$ cat src/rtl/exception_ctrl_pkg.sv
// ============================================================================
// Module   : exception_ctrl_pkg
// Brief    : Shared CPU control encodings for the exception controller and the
//            main control unit (FSM states, cause codes, PC-source codes).
// Revision : 1.0
// ============================================================================
`default_nettype none

package exception_ctrl_pkg;

  typedef enum logic [2:0] {
    ST_IDLE     = 3'd0,
    ST_SAVE_EPC = 3'd1,
    ST_MEM_REQ  = 3'd2,
    ST_MEM_WAIT = 3'd3,
    ST_LOAD_VEC = 3'd4,
    ST_JUMP     = 3'd5,
    ST_RET      = 3'd6
  } exc_state_e;

  typedef enum logic [1:0] {
    CAUSE_NONE     = 2'b00,
    CAUSE_OPCODE   = 2'b01,
    CAUSE_OVERFLOW = 2'b10,
    CAUSE_DIV_ZERO = 2'b11
  } exc_cause_e;

  typedef enum logic [1:0] {
    PCSRC_EXC   = 2'b00,
    PCSRC_EPC   = 2'b01,
    PCSRC_ALU   = 2'b10,
    PCSRC_SHIFT = 2'b11
  } pc_src_e;

  // Vector table starts at base for cause 01; the sum wraps modulo 256.
  function automatic logic [7:0] vec_addr(input logic [7:0] base, input exc_cause_e cause);
    return base + {6'd0, cause} - 8'd1;
  endfunction

endpackage

`default_nettype wire

$ cat src/rtl/exception_ctrl_if.sv
// ============================================================================
// Module   : exception_ctrl_if
// Brief    : Bundle between main control/datapath (master) and the exception
//            controller (slave).
// Revision : 1.0
// ============================================================================
`default_nettype none

interface exception_ctrl_if;
  logic       Opcode_Invalid;
  logic       Overflow;
  logic       Div_Zero;
  logic       Return_EPC;
  logic [7:0] Mem_Data_Byte;
  logic [7:0] Exc_Addr;
  logic       Mem_Read;
  logic       EPC_Write;
  logic       PC_Write;
  logic [1:0] PCSourceCtrl;
  logic [7:0] Exception_Destiny;
  logic [1:0] Exc_Cause;
  logic       Busy;

  modport master (
    output Opcode_Invalid, Overflow, Div_Zero, Return_EPC, Mem_Data_Byte,
    input  Exc_Addr, Mem_Read, EPC_Write, PC_Write, PCSourceCtrl,
           Exception_Destiny, Exc_Cause, Busy
  );

  modport slave (
    input  Opcode_Invalid, Overflow, Div_Zero, Return_EPC, Mem_Data_Byte,
    output Exc_Addr, Mem_Read, EPC_Write, PC_Write, PCSourceCtrl,
           Exception_Destiny, Exc_Cause, Busy
  );
endinterface

`default_nettype wire

$ cat src/rtl/exception_ctrl.sv
// ============================================================================
// Module   : exception_ctrl
// Brief    : Exception sequencer: saves EPC, fetches the vector byte, jumps to
//            it, and handles return-from-exception. All outputs registered.
// Revision : 1.0
// ============================================================================
`default_nettype none

module exception_ctrl #(
  parameter int         MEM_WAIT_CYCLES = 1,
  parameter logic [7:0] VEC_BASE        = 8'd253
) (
  input  wire logic       clk,
  input  wire logic       reset,
  exception_ctrl_if.slave exc
);
  import exception_ctrl_pkg::*;

  localparam logic [2:0] c_wait_load = 3'(MEM_WAIT_CYCLES);
  localparam bit         c_skip_wait = (MEM_WAIT_CYCLES == 0);

  exc_state_e state_q, state_d;
  exc_cause_e cause_q, cause_d, w_cause;
  pc_src_e    pc_src_q, pc_src_d;
  logic [2:0] wait_cnt_q, wait_cnt_d;
  logic [7:0] exc_addr_q, exc_addr_d;
  logic [7:0] dest_q, dest_d;
  logic       mem_read_q, mem_read_d;
  logic       epc_write_q, epc_write_d;
  logic       pc_write_q, pc_write_d;
  logic       busy_q, busy_d;

  always_comb begin
    state_d    = state_q;
    cause_d    = cause_q;
    wait_cnt_d = wait_cnt_q;
    exc_addr_d = exc_addr_q;
    dest_d     = dest_q;

    if (exc.Opcode_Invalid)  w_cause = CAUSE_OPCODE;
    else if (exc.Overflow)   w_cause = CAUSE_OVERFLOW;
    else if (exc.Div_Zero)   w_cause = CAUSE_DIV_ZERO;
    else                     w_cause = CAUSE_NONE;

    case (state_q)
      ST_IDLE: begin
        // Exceptions take precedence over a simultaneous return.
        if (w_cause != CAUSE_NONE) begin
          state_d    = ST_SAVE_EPC;
          cause_d    = w_cause;
          exc_addr_d = vec_addr(VEC_BASE, w_cause);
        end else if (exc.Return_EPC) begin
          state_d = ST_RET;
          cause_d = CAUSE_NONE;
        end
      end
      ST_SAVE_EPC: state_d = ST_MEM_REQ;
      ST_MEM_REQ: begin
        if (c_skip_wait) begin
          state_d = ST_LOAD_VEC;
        end else begin
          state_d    = ST_MEM_WAIT;
          wait_cnt_d = c_wait_load;
        end
      end
      ST_MEM_WAIT: begin
        if (wait_cnt_q != 3'd0) wait_cnt_d = wait_cnt_q - 3'd1;
        if (wait_cnt_q <= 3'd1) state_d = ST_LOAD_VEC;
      end
      ST_LOAD_VEC: begin
        dest_d  = exc.Mem_Data_Byte;
        state_d = ST_JUMP;
      end
      ST_JUMP:  state_d = ST_IDLE;
      ST_RET:   state_d = ST_IDLE;
      default:  state_d = ST_IDLE;
    endcase

    // Strobes are decoded from the next state so they appear registered.
    epc_write_d = (state_d == ST_SAVE_EPC);
    mem_read_d  = (state_d == ST_MEM_REQ);
    pc_write_d  = (state_d == ST_JUMP) || (state_d == ST_RET);
    busy_d      = (state_d != ST_IDLE);
    if (state_d == ST_JUMP)     pc_src_d = PCSRC_EXC;
    else if (state_d == ST_RET) pc_src_d = PCSRC_EPC;
    else                        pc_src_d = PCSRC_ALU;
  end

  always_ff @(posedge clk or posedge reset) begin
    if (reset) begin
      state_q     <= ST_IDLE;
      cause_q     <= CAUSE_NONE;
      pc_src_q    <= PCSRC_ALU;
      wait_cnt_q  <= 3'd0;
      exc_addr_q  <= 8'd0;
      dest_q      <= 8'd0;
      mem_read_q  <= 1'b0;
      epc_write_q <= 1'b0;
      pc_write_q  <= 1'b0;
      busy_q      <= 1'b0;
    end else begin
      state_q     <= state_d;
      cause_q     <= cause_d;
      pc_src_q    <= pc_src_d;
      wait_cnt_q  <= wait_cnt_d;
      exc_addr_q  <= exc_addr_d;
      dest_q      <= dest_d;
      mem_read_q  <= mem_read_d;
      epc_write_q <= epc_write_d;
      pc_write_q  <= pc_write_d;
      busy_q      <= busy_d;
    end
  end

  assign exc.Exc_Addr          = exc_addr_q;
  assign exc.Mem_Read          = mem_read_q;
  assign exc.EPC_Write         = epc_write_q;
  assign exc.PC_Write          = pc_write_q;
  assign exc.PCSourceCtrl      = pc_src_q;
  assign exc.Exception_Destiny = dest_q;
  assign exc.Exc_Cause         = cause_q;
  assign exc.Busy              = busy_q;

endmodule

`default_nettype wire
$ cat src/flat_wrapper.sv
// flat-port wrapper written by rule: the top's interface ports become plain ports
module exception_ctrl_flat import exception_ctrl_pkg::*;
#(
  parameter int         MEM_WAIT_CYCLES = 1,
  parameter logic [7:0] VEC_BASE        = 8'd253
)
  (clk, reset, exc_Opcode_Invalid, exc_Overflow, exc_Div_Zero, exc_Return_EPC, exc_Mem_Data_Byte, exc_Exc_Addr, exc_Mem_Read, exc_EPC_Write, exc_PC_Write, exc_PCSourceCtrl, exc_Exception_Destiny, exc_Exc_Cause, exc_Busy);
  exception_ctrl_if exc_i ();
  input  wire logic clk;
  input  wire logic reset;
  input wire logic [$bits(exc_i.Opcode_Invalid)-1:0] exc_Opcode_Invalid;
  input wire logic [$bits(exc_i.Overflow)-1:0] exc_Overflow;
  input wire logic [$bits(exc_i.Div_Zero)-1:0] exc_Div_Zero;
  input wire logic [$bits(exc_i.Return_EPC)-1:0] exc_Return_EPC;
  input wire logic [$bits(exc_i.Mem_Data_Byte)-1:0] exc_Mem_Data_Byte;
  output wire logic [$bits(exc_i.Exc_Addr)-1:0] exc_Exc_Addr;
  output wire logic [$bits(exc_i.Mem_Read)-1:0] exc_Mem_Read;
  output wire logic [$bits(exc_i.EPC_Write)-1:0] exc_EPC_Write;
  output wire logic [$bits(exc_i.PC_Write)-1:0] exc_PC_Write;
  output wire logic [$bits(exc_i.PCSourceCtrl)-1:0] exc_PCSourceCtrl;
  output wire logic [$bits(exc_i.Exception_Destiny)-1:0] exc_Exception_Destiny;
  output wire logic [$bits(exc_i.Exc_Cause)-1:0] exc_Exc_Cause;
  output wire logic [$bits(exc_i.Busy)-1:0] exc_Busy;
  assign exc_i.Opcode_Invalid = exc_Opcode_Invalid;
  assign exc_i.Overflow = exc_Overflow;
  assign exc_i.Div_Zero = exc_Div_Zero;
  assign exc_i.Return_EPC = exc_Return_EPC;
  assign exc_i.Mem_Data_Byte = exc_Mem_Data_Byte;
  assign exc_Exc_Addr = exc_i.Exc_Addr;
  assign exc_Mem_Read = exc_i.Mem_Read;
  assign exc_EPC_Write = exc_i.EPC_Write;
  assign exc_PC_Write = exc_i.PC_Write;
  assign exc_PCSourceCtrl = exc_i.PCSourceCtrl;
  assign exc_Exception_Destiny = exc_i.Exception_Destiny;
  assign exc_Exc_Cause = exc_i.Exc_Cause;
  assign exc_Busy = exc_i.Busy;
  exception_ctrl #(.MEM_WAIT_CYCLES(MEM_WAIT_CYCLES), .VEC_BASE(VEC_BASE)) u_core (.clk(clk), .reset(reset), .exc(exc_i));
endmodule
$ cat config.mk
export PLATFORM = sky130hd
export DESIGN_NAME = exception_ctrl_flat
export DESIGN_NICKNAME = d
export VERILOG_FILES = /design/src/rtl/exception_ctrl_pkg.sv /design/src/rtl/exception_ctrl_if.sv /design/src/rtl/exception_ctrl.sv /design/src/flat_wrapper.sv
export SDC_FILE = /design/constraint.sdc
export NUM_CORES = 1
export LEC_CHECK = 0
export ABC_AREA = 1
export CAP_MARGIN = 40
export CORE_MARGIN = 2
export CORE_UTILIZATION = 23
export CTS_CLUSTER_DIAMETER = 60
export DETAILED_ROUTE_END_ITERATION = 16
export PLACE_DENSITY_LB_ADDON = 0.08
export SLEW_MARGIN = 20
export SYNTH_ARGS = -nofsm -noshare
export SYNTH_HDL_FRONTEND = slang
export SYNTH_SLANG_ARGS = --single-unit
$ cat constraint.sdc
create_clock -name clk -period 2.91 [get_ports clk]
set_input_delay 0.291 -clock clk [delete_from_list [all_inputs] [get_ports clk]]
set_output_delay 0.291 -clock clk [all_outputs]
set_load 0.01 [all_outputs]
After elaboration in Yosys (flattened, before gate mapping)
Cells that the tools add are included.
Widths: inputs -> output; s select.

storage, ports and cells
  register bits = 30
  latch bits = 0
  RAM bits = 0
  ROM bits = 0
  input port bits = 14
  word-level logic and storage cells = 46
  memories kept = 0

operators by class
  add/sub/neg operators = 3
  multiply operators = 0
  div/mod/pow operators = 0
  magnitude comparators = 1
  equal/unequal tests = 9
  shift-type cells = 0
  mux-type cells = 13
  bitwise logic cells = 0
  reductions and logical operators = 10

operators by type and width
  kind                 count
  $pmux 3 s5           1
  $mux 2               7
  $mux 3               4
  $eq 3x2->1 const B   3
  $eq 3x3->1 const B   3
  $sub 8x1->8 const B  1
  $eq 3x1->1 const B   2
  $pmux 3 s2           1
  $reduce_and 2->1     3
  $reduce_bool 2->1    3
  $reduce_bool 3->1    2
  $add 3x3->4 const A  1
  $le 3x1->1 const B   1
  $logic_not 3->1      1
  $sub 3x1->3 const B  1
  $ne 2x1->1 const B   1
  $logic_or 1x1->1     1

Logic depth before layout (Yosys ltp)
Gate-level depths: netlist of the first run.

  depth after elaboration = 9
  gate-level depth with buffers = 7
  mapped depth without buffers = 7

Least setup slack after synthesis of the first run
Ideal clock, no wire load.

  kind = register to register
  from = reg u_core.state_q[1]
  to = reg u_core.dest_q[0], in the netlist u_core.exc.Exception_Destiny[0]
  library setup time = 125 ps
  arrival = 1027 ps
  slack = 1758 ps
  cell stages (with the launch flop) = 5
  period minus slack after synthesis = 1152 ps
  cells stage by stage = dfrtp_1 -> nor2_2 -> nand2_2 -> buf_6 -> mux2_4

between the ends
  word-level cells in the longest chain between the ends = 1

RTL lines
  element                 line                   RTL
  start, declared         exception_ctrl.sv:22   exc_state_e state_q, state_d;
  start signal, assigned  exception_ctrl.sv:102  state_q <= state_d;
  $eq 3x3->1              exception_ctrl.sv:45   case (state_q)
  end signal, assigned    exception_ctrl.sv:107  dest_q <= dest_d;
  end, declared           exception_ctrl.sv:27   logic [7:0] dest_q, dest_d;

No other way between the ends.
A chain may end at the register's enable or synchronous reset.

Worst setup path after layout of the first run
  from = reg u_core.pc_src_q[1], in the netlist u_core.exc.PCSourceCtrl[1]
  to = out exc_PCSourceCtrl[1]

RTL lines
  element                 line                   RTL
  start, declared         exception_ctrl.sv:24   pc_src_e pc_src_q, pc_src_d;
  start signal, assigned  exception_ctrl.sv:104  pc_src_q <= pc_src_d;
  end, declared           flat_wrapper.sv:20     output wire logic [$bits(exc_i.PCSourceCtrl)-1:0] exc_PCSourceCtrl;

No word-level cell between the ends.

==> results of run 1 <==
[synth_stat cells, drive strengths merged]
| library cell | count |
|---|---|
| nor3 | 2 |
| dfrtp | 25 |
| o21bai | 1 |
| o21ai | 7 |
| nand3 | 8 |
| ha | 4 |
| nor2 | 10 |
| buf | 5 |
| inv | 20 |
| nand3b | 1 |
| dfstp | 1 |
| nand2 | 29 |
| mux2 | 8 |
[cell type report]
cell class | instances | area (um2)
clock buffers | 4 | 55.1
flip-flops and latches | 26 | 652
well taps | 70 | 87.6
fillers | 543 | 3380
multi-input cells | 70 | 432
repair buffers | 39 | 393
inverters | 20 | 75.1
[state kept, by name, summed over array words and instances (netlist names)]
name and count:
u_core.exc.Exc_Cause 2, u_core.exc.Exception_Destiny 8, u_core.exc.Exc_Addr 4, u_core.exc.PC_Write 1
u_core.exc.Mem_Read 1, u_core.wait_cnt_q 3, u_core.exc.EPC_Write 1, u_core.exc.Busy 1
u_core.state_q 3, u_core.exc.PCSourceCtrl 2
[cells by family (layout without fill, tap and decap cells)]
kind of cell    Yosys count  count (layout)
flops                    26              26
simple gates             50              50
fa+ha+maj                 4               4
compound gates            8               8
mux                       8               8
buf+inv                  25              63
[per-layer routing]
layer,up-vias,routed length (um)
met1,399,1120
li1,449,-
met3,2,88
met4,0,16
met2,16,1150
met5,-,0
[power by group through the flow]
stage | clock (mW) | combinational, mW | sequential (mW)
floorplan | 0 | 0.454 | 0.676
global placement | 0 | 0.867 | 0.618
detailed placement | 0 | 0.875 | 0.625
CTS | 0.256 | 0.880 | 0.616
global route | 0.263 | 0.952 | 0.640
finish | 0.235 | 0.861 | 0.614
[path summary, 6_finish.rpt]
| path | start | endpoint | slack, ns | cells past startpoint |
|---|---|---|---|---|
| max reg2reg | u_core.state_q[1] | u_core.exc.Exception_Destiny[4] | 1.61 | 3 |
| max | u_core.exc.PCSourceCtrl[1] | exc_PCSourceCtrl[1] | 1.31 | 1 |
| min in group clk | u_core.exc.Exc_Cause[0] | u_core.exc.Exc_Cause[0] | 0.48 | 2 |
| min | reset | u_core.state_q[2] | 0.36 | 2 |
| min reg2reg | u_core.exc.Exc_Cause[0] | u_core.exc.Exc_Cause[0] | 0.48 | 2 |
| max in group asynchronous | reset | u_core.exc.PCSourceCtrl[1] | 1.88 | 4 |
[per-stage QoR]
stage                     setup slack, ns  utilization (%)
final                                1.31             33.4
after global routing                 1.25             33.4
after CTS                            1.28             33.4
after detailed placement             1.30             32.3
after global placement               1.31             32.0
after floorplan                      1.76                -
==> qor.txt, run 1 <==
Combinational Power Share: 50.3%
Finish-stage setup viols: 0
Core Box Area: 0.00507 mm2
WHS: 0.359 ns
Final period util: 55.1%
Layer with the highest usage: met2
Synth area leader: dfrtp_1
Highest-delay cell along the critical path: clkdlybuf4s50_1
# rows: 26
ANT cells: 0
# resized after CTS: 0
Final min period: 1.60 ns
DRT Wirelength: 2.37 mm
Hold Path Class: primary input to async pin
Clk slew on worst S/H paths: 0.09 ns
Largest net degree at the start of global routing: 15
CP required: 2.62 ns
Worst Tran Pin Value: 0.532 ns
Number of synthesized register bits: 26
Switching Fraction: 34.8%
Die height: 76.2 um
Post-DRT Antenna Nets: 0
Hold Fails Final Rpt: 0
Synth Area in XOR/XNOR: 0%
DPL Wire Length: 1.84 mm
Worst skew pair latency: 0.27 ns
Reg power frac: 35.9%
Max_cap viols: 0
Crit Path Category: register to output pin
Worst ir drop on vdd: 0.000263 V
Post-synthesis simple-gate area fraction: 18.2%
Switching Power: 0.595 mW
Vias in the first global route: 899
Clock sink total: 26
Placed cell count: 225
CTS root buffer: clkbuf_8
Distinct cells, synth: 17
Initial antenna violation count: 0
Worst-path fanout max: 1
Number of cells produced by synthesis: 121
Final Instance Area: 0.00169 mm2
Mapped Area: 0.00120 mm2
Fin nets: 178
DR DRC count: 0
Met2 Resource Use GR: 14.9%
Vias: 866
Area Growth Syn to Fin: 41.2%
Synth area leaders: dfrtp_1 52%, mux2_4 10%, nand2_1 8.4%, inv_1 6.3%, ha_1 4.2%
Slew HR: 64.5%
Num CTS Buffers: 3
Cell Area, Placed: 0.00164 mm2
Port-buffer cells: 37
Mux cell area share after synthesis: 10.0%
Clock share of power: 13.8%
Initial DRC count: 8
Pwr dens: 1010 mW/mm2
CP Buf/Inv Count: 1
Delay-heaviest family, CP: buffers and inverters
Sequential share of the synthesized area: 54.3%
Top Ports: 38
Largest family of logic cells by synthesized area: simple AND/OR/NAND/NOR gates
Run status: finished clean
Max incr delay on CP: 0.53 ns
Met1 Usage GRT: 10.9%
Die area: 0.00581 mm2
Total internal power: 1.11 mW
Total gr overflow: 0
Post-route insts no fill: 229
CTS tree: done
GRT Resource Usage Total: 8.81%
Die Wd: 76.2 um
Max Slew Vio Count: 0
GP Congestion: 0.759
First-pass GRT wire length: 4.21 mm
Via density: 3.78
Post-synth top area share: 52.1%
Adder-Cell Fraction of Synth Area: 4.17%
Most frequent cells in the layout: 37 x clkdlybuf4s50_1, 27 x nand2_1, 25 x dfrtp_1
Initial core utilization: 23.6%
Net Count, Synth: 139
Longest Clk Path Bufs: 2
Post-synthesis compound-gate area fraction: 3.55%
Router iterations before antenna repair: 4
Hold Buf Count CTS: 0
Clk_skew: 0.00523 ns
Critical Path Sink Type: output pin
Worst EP arrival: 1.31 ns
Warnings from Yosys: 0
Fmax: 623 MHz
Post-CTS setup buffer count: 0
CP Launch Type: register
Avg Cell Area, Syn: 9.92 um2
Total Power: 1.71 mW
Commonest non-fill, non-tap cell in the layout: clkdlybuf4s50_1
P_leak: 0.838 nW
H-tree depth: 1
WL/cell: 10.3 um
RSZ-0062 raised after global routing: no
Share of cells above drive strength 1: 13.2%
Met3 Use GR: 2.13%
CP Cell Sequence: clkdlybuf4s50_1
Sum Neg Setup Slack: 0 ns
No activity file was read; power rests on OpenSTA's default activity.
==> inputs of run 2 (changes only) <==
clock period = 1.35 ns   (was 2.91 ns; I/O delays follow)
==> qor.txt, run 2 (synthesized netlist as in run 1, its figures left out) <==
Run status: finished clean (unchanged)
DRT Wirelength: 2.32 mm (was 2.37 mm)
Worst Tran Pin Value: 0.257 ns (was 0.532 ns)
CTS root buffer: clkbuf_8 (unchanged)
Initial core utilization: 23.6% (unchanged)
Reg2reg end: u_core.exc.Busy (was u_core.exc.Exception_Destiny[4])
CP Depth: 1 (unchanged)
ANT cells: 0 (unchanged)
H-tree depth: 1 (unchanged)
WHS: 0.174 ns (was 0.359 ns)
Worst-path fanout max: 2 (was 1)
Worst ir drop on vdd: 0.000879 V (was 0.000263 V)
Num CTS Buffers: 3 (unchanged)
Clk_skew: 0.000918 ns (was 0.00523 ns)
Router iterations before antenna repair: 2 (was 4)
Max_cap viols: 0 (unchanged)
R2r worst-path depth: 6 (was 3)
RSZ-0062 raised after global routing: no (unchanged)
Fin nets: 183 (was 178)
CP endpoint: exc_Exc_Cause[1] (was exc_PCSourceCtrl[1])
Top Ports: 38 (unchanged)
Clk slew on worst S/H paths: 0.09 ns (about the same)
Finish-stage setup viols: 0 (unchanged)
GRT Resource Usage Total: 8.72% (was 8.81%)
Critical path launch point: u_core.exc.Exc_Cause[1] (was u_core.exc.PCSourceCtrl[1])
Vias: 878 (was 866)
Core Box Area: 0.00507 mm2 (unchanged)
Pwr dens: 2200 mW/mm2 (was 1010 mW/mm2)
# rows: 26 (unchanged)
Hold Buf Count CTS: 0 (unchanged)
Crit Path Category: register to output pin (unchanged)
Area Growth Syn to Fin: 47.1% (was 41.2%)
Hold Path Class: primary input to async pin (unchanged)
Post-DRT Antenna Nets: 0 (unchanged)
Port-buffer cells: 37 (unchanged)
CTS tree: done (unchanged)
P_leak: 0.928 nW (was 0.838 nW)
Critical Path Sink Type: output pin (unchanged)
Worst skew pair latency: 0.27 ns (about the same)
Max reg flops: 8 (unchanged)
Place WS: -0.0835 ns (was 1.30 ns)
Highest-delay cell along the critical path: clkdlybuf4s50_1 (unchanged)
CP Buf/Inv Count: 1 (unchanged)
Initial DRC count: 25 (was 8)
Final period util: 96.0%
CP Launch Type: register (unchanged)
Fmax: 771 MHz
Initial antenna violation count: 0 (unchanged)
Total Power: 3.88 mW (was 1.71 mW)
Most frequent cells in the layout: 27 x nand2_1, 27 x clkdlybuf4s50_1, 24 x dfrtp_1 (was 37 x clkdlybuf4s50_1, 27 x nand2_1, 25 x dfrtp_1)
Vias in the first global route: 870 (was 899)
Delay-heaviest family, CP: buffers and inverters (unchanged)
Die height: 76.2 um (unchanged)
Hold Fails Final Rpt: 0 (unchanged)
GP Congestion: 0.736 (was 0.759)
Slew HR: 82.8% (was 64.5%)
First-pass GRT wire length: 4.09 mm (was 4.21 mm)
CP required: 1.22 ns (was 2.62 ns)
Max incr delay on CP: 0.54 ns (was 0.53 ns)
Largest net degree at the start of global routing: 16 (was 15)
Via density: 3.75 (was 3.78)
Flop2flop setup slack: 0.10 ns (was 1.61 ns)
Final WS setup: 0.0534 ns (was 1.31 ns)
Util after Layout: 34.8% (was 33.4%)
Worst EP arrival: 1.16 ns (was 1.31 ns)
DPL Wire Length: 1.82 mm (was 1.84 mm)
Clock sink total: 26 (unchanged)
Die Wd: 76.2 um (unchanged)
WL/cell: 9.91 um (was 10.3 um)
Longest Clk Path Bufs: 2 (unchanged)
R2R Path Start: u_core.wait_cnt_q[0] (was u_core.state_q[1])
CP Cell Sequence: clkdlybuf4s50_1 (unchanged)
DR DRC count: 0 (unchanged)
Total gr overflow: 0 (unchanged)
Share of cells above drive strength 1: 17.7% (was 13.2%)
Max Slew Vio Count: 0 (unchanged)
Final min period: 1.30 ns
Die area: 0.00581 mm2 (unchanged)
## run 2: cell type report
class                   count  area (um2)
clock buffers               3        41.3
flip-flops and latches     26         653
well taps                  70        87.6
clock inverters             1        30.0
fillers                   532        3310
multi-input cells          70         437
repair buffers             44         442
inverters                  20        75.1
## run 2: worst min path at each step
stage	end	from	slack (ns)
2_1_floorplan	u_core.exc.Busy	reset	0.17
3_3_place_gp	u_core.exc.Exc_Cause[1]	u_core.exc.Exc_Cause[1]	0.46
3_5_place_dp	u_core.exc.Exc_Addr[0]	u_core.exc.Exc_Addr[0]	0.46
4_1_cts	u_core.exc.Exception_Destiny[4]	reset	0.17
5_1_grt	u_core.exc.Exception_Destiny[0]	reset	0.19
6_report	u_core.exc.Exception_Destiny[7]	reset	0.17
## run 2: stage by stage
stage / setup TNS, ns / instances / instance area, um2
floorplan: 0 / 121 / 1200
global placement: -0.113 / 229 / 1670
detailed placement: -0.143 / 229 / 1670
CTS: 0 / 234 / 1750
global route: 0 / 234 / 1770
finish: 0 / 234 / 1770
## run 2: worst min-delay path, delay by kind of cell
family,cells,cell delay (ns)
buf+inv,3,0.67
## run 2: metal layers
metal / up-vias / part of all wire (%) / track usage [%]
met4: 0 / 1.0 / 2.73
li1: 456 / - / -
met1: 404 / 46 / 10.9
met5: - / 0 / 0
met3: 2 / 4.4 / 3.44
met2: 16 / 48 / 13.9
## run 2: where the power goes
| group | switching, mW | total (mW) | internal [mW] |
|---|---|---|---|
| clock network | 0.241 | 0.637 | 0.396 |
| logic | 0.868 | 1.92 | 1.05 |
| registers | 0.196 | 1.32 | 1.13 |
| total | 1.30 | 3.88 | 2.57 |
## run 2: what timing repair did
action,CTS,global route
gates resized for setup,5,9
setup buffers,1,0
gates cloned,0,0
endpoints found under the hold margin,0,0
endpoints found under the setup margin,7,16
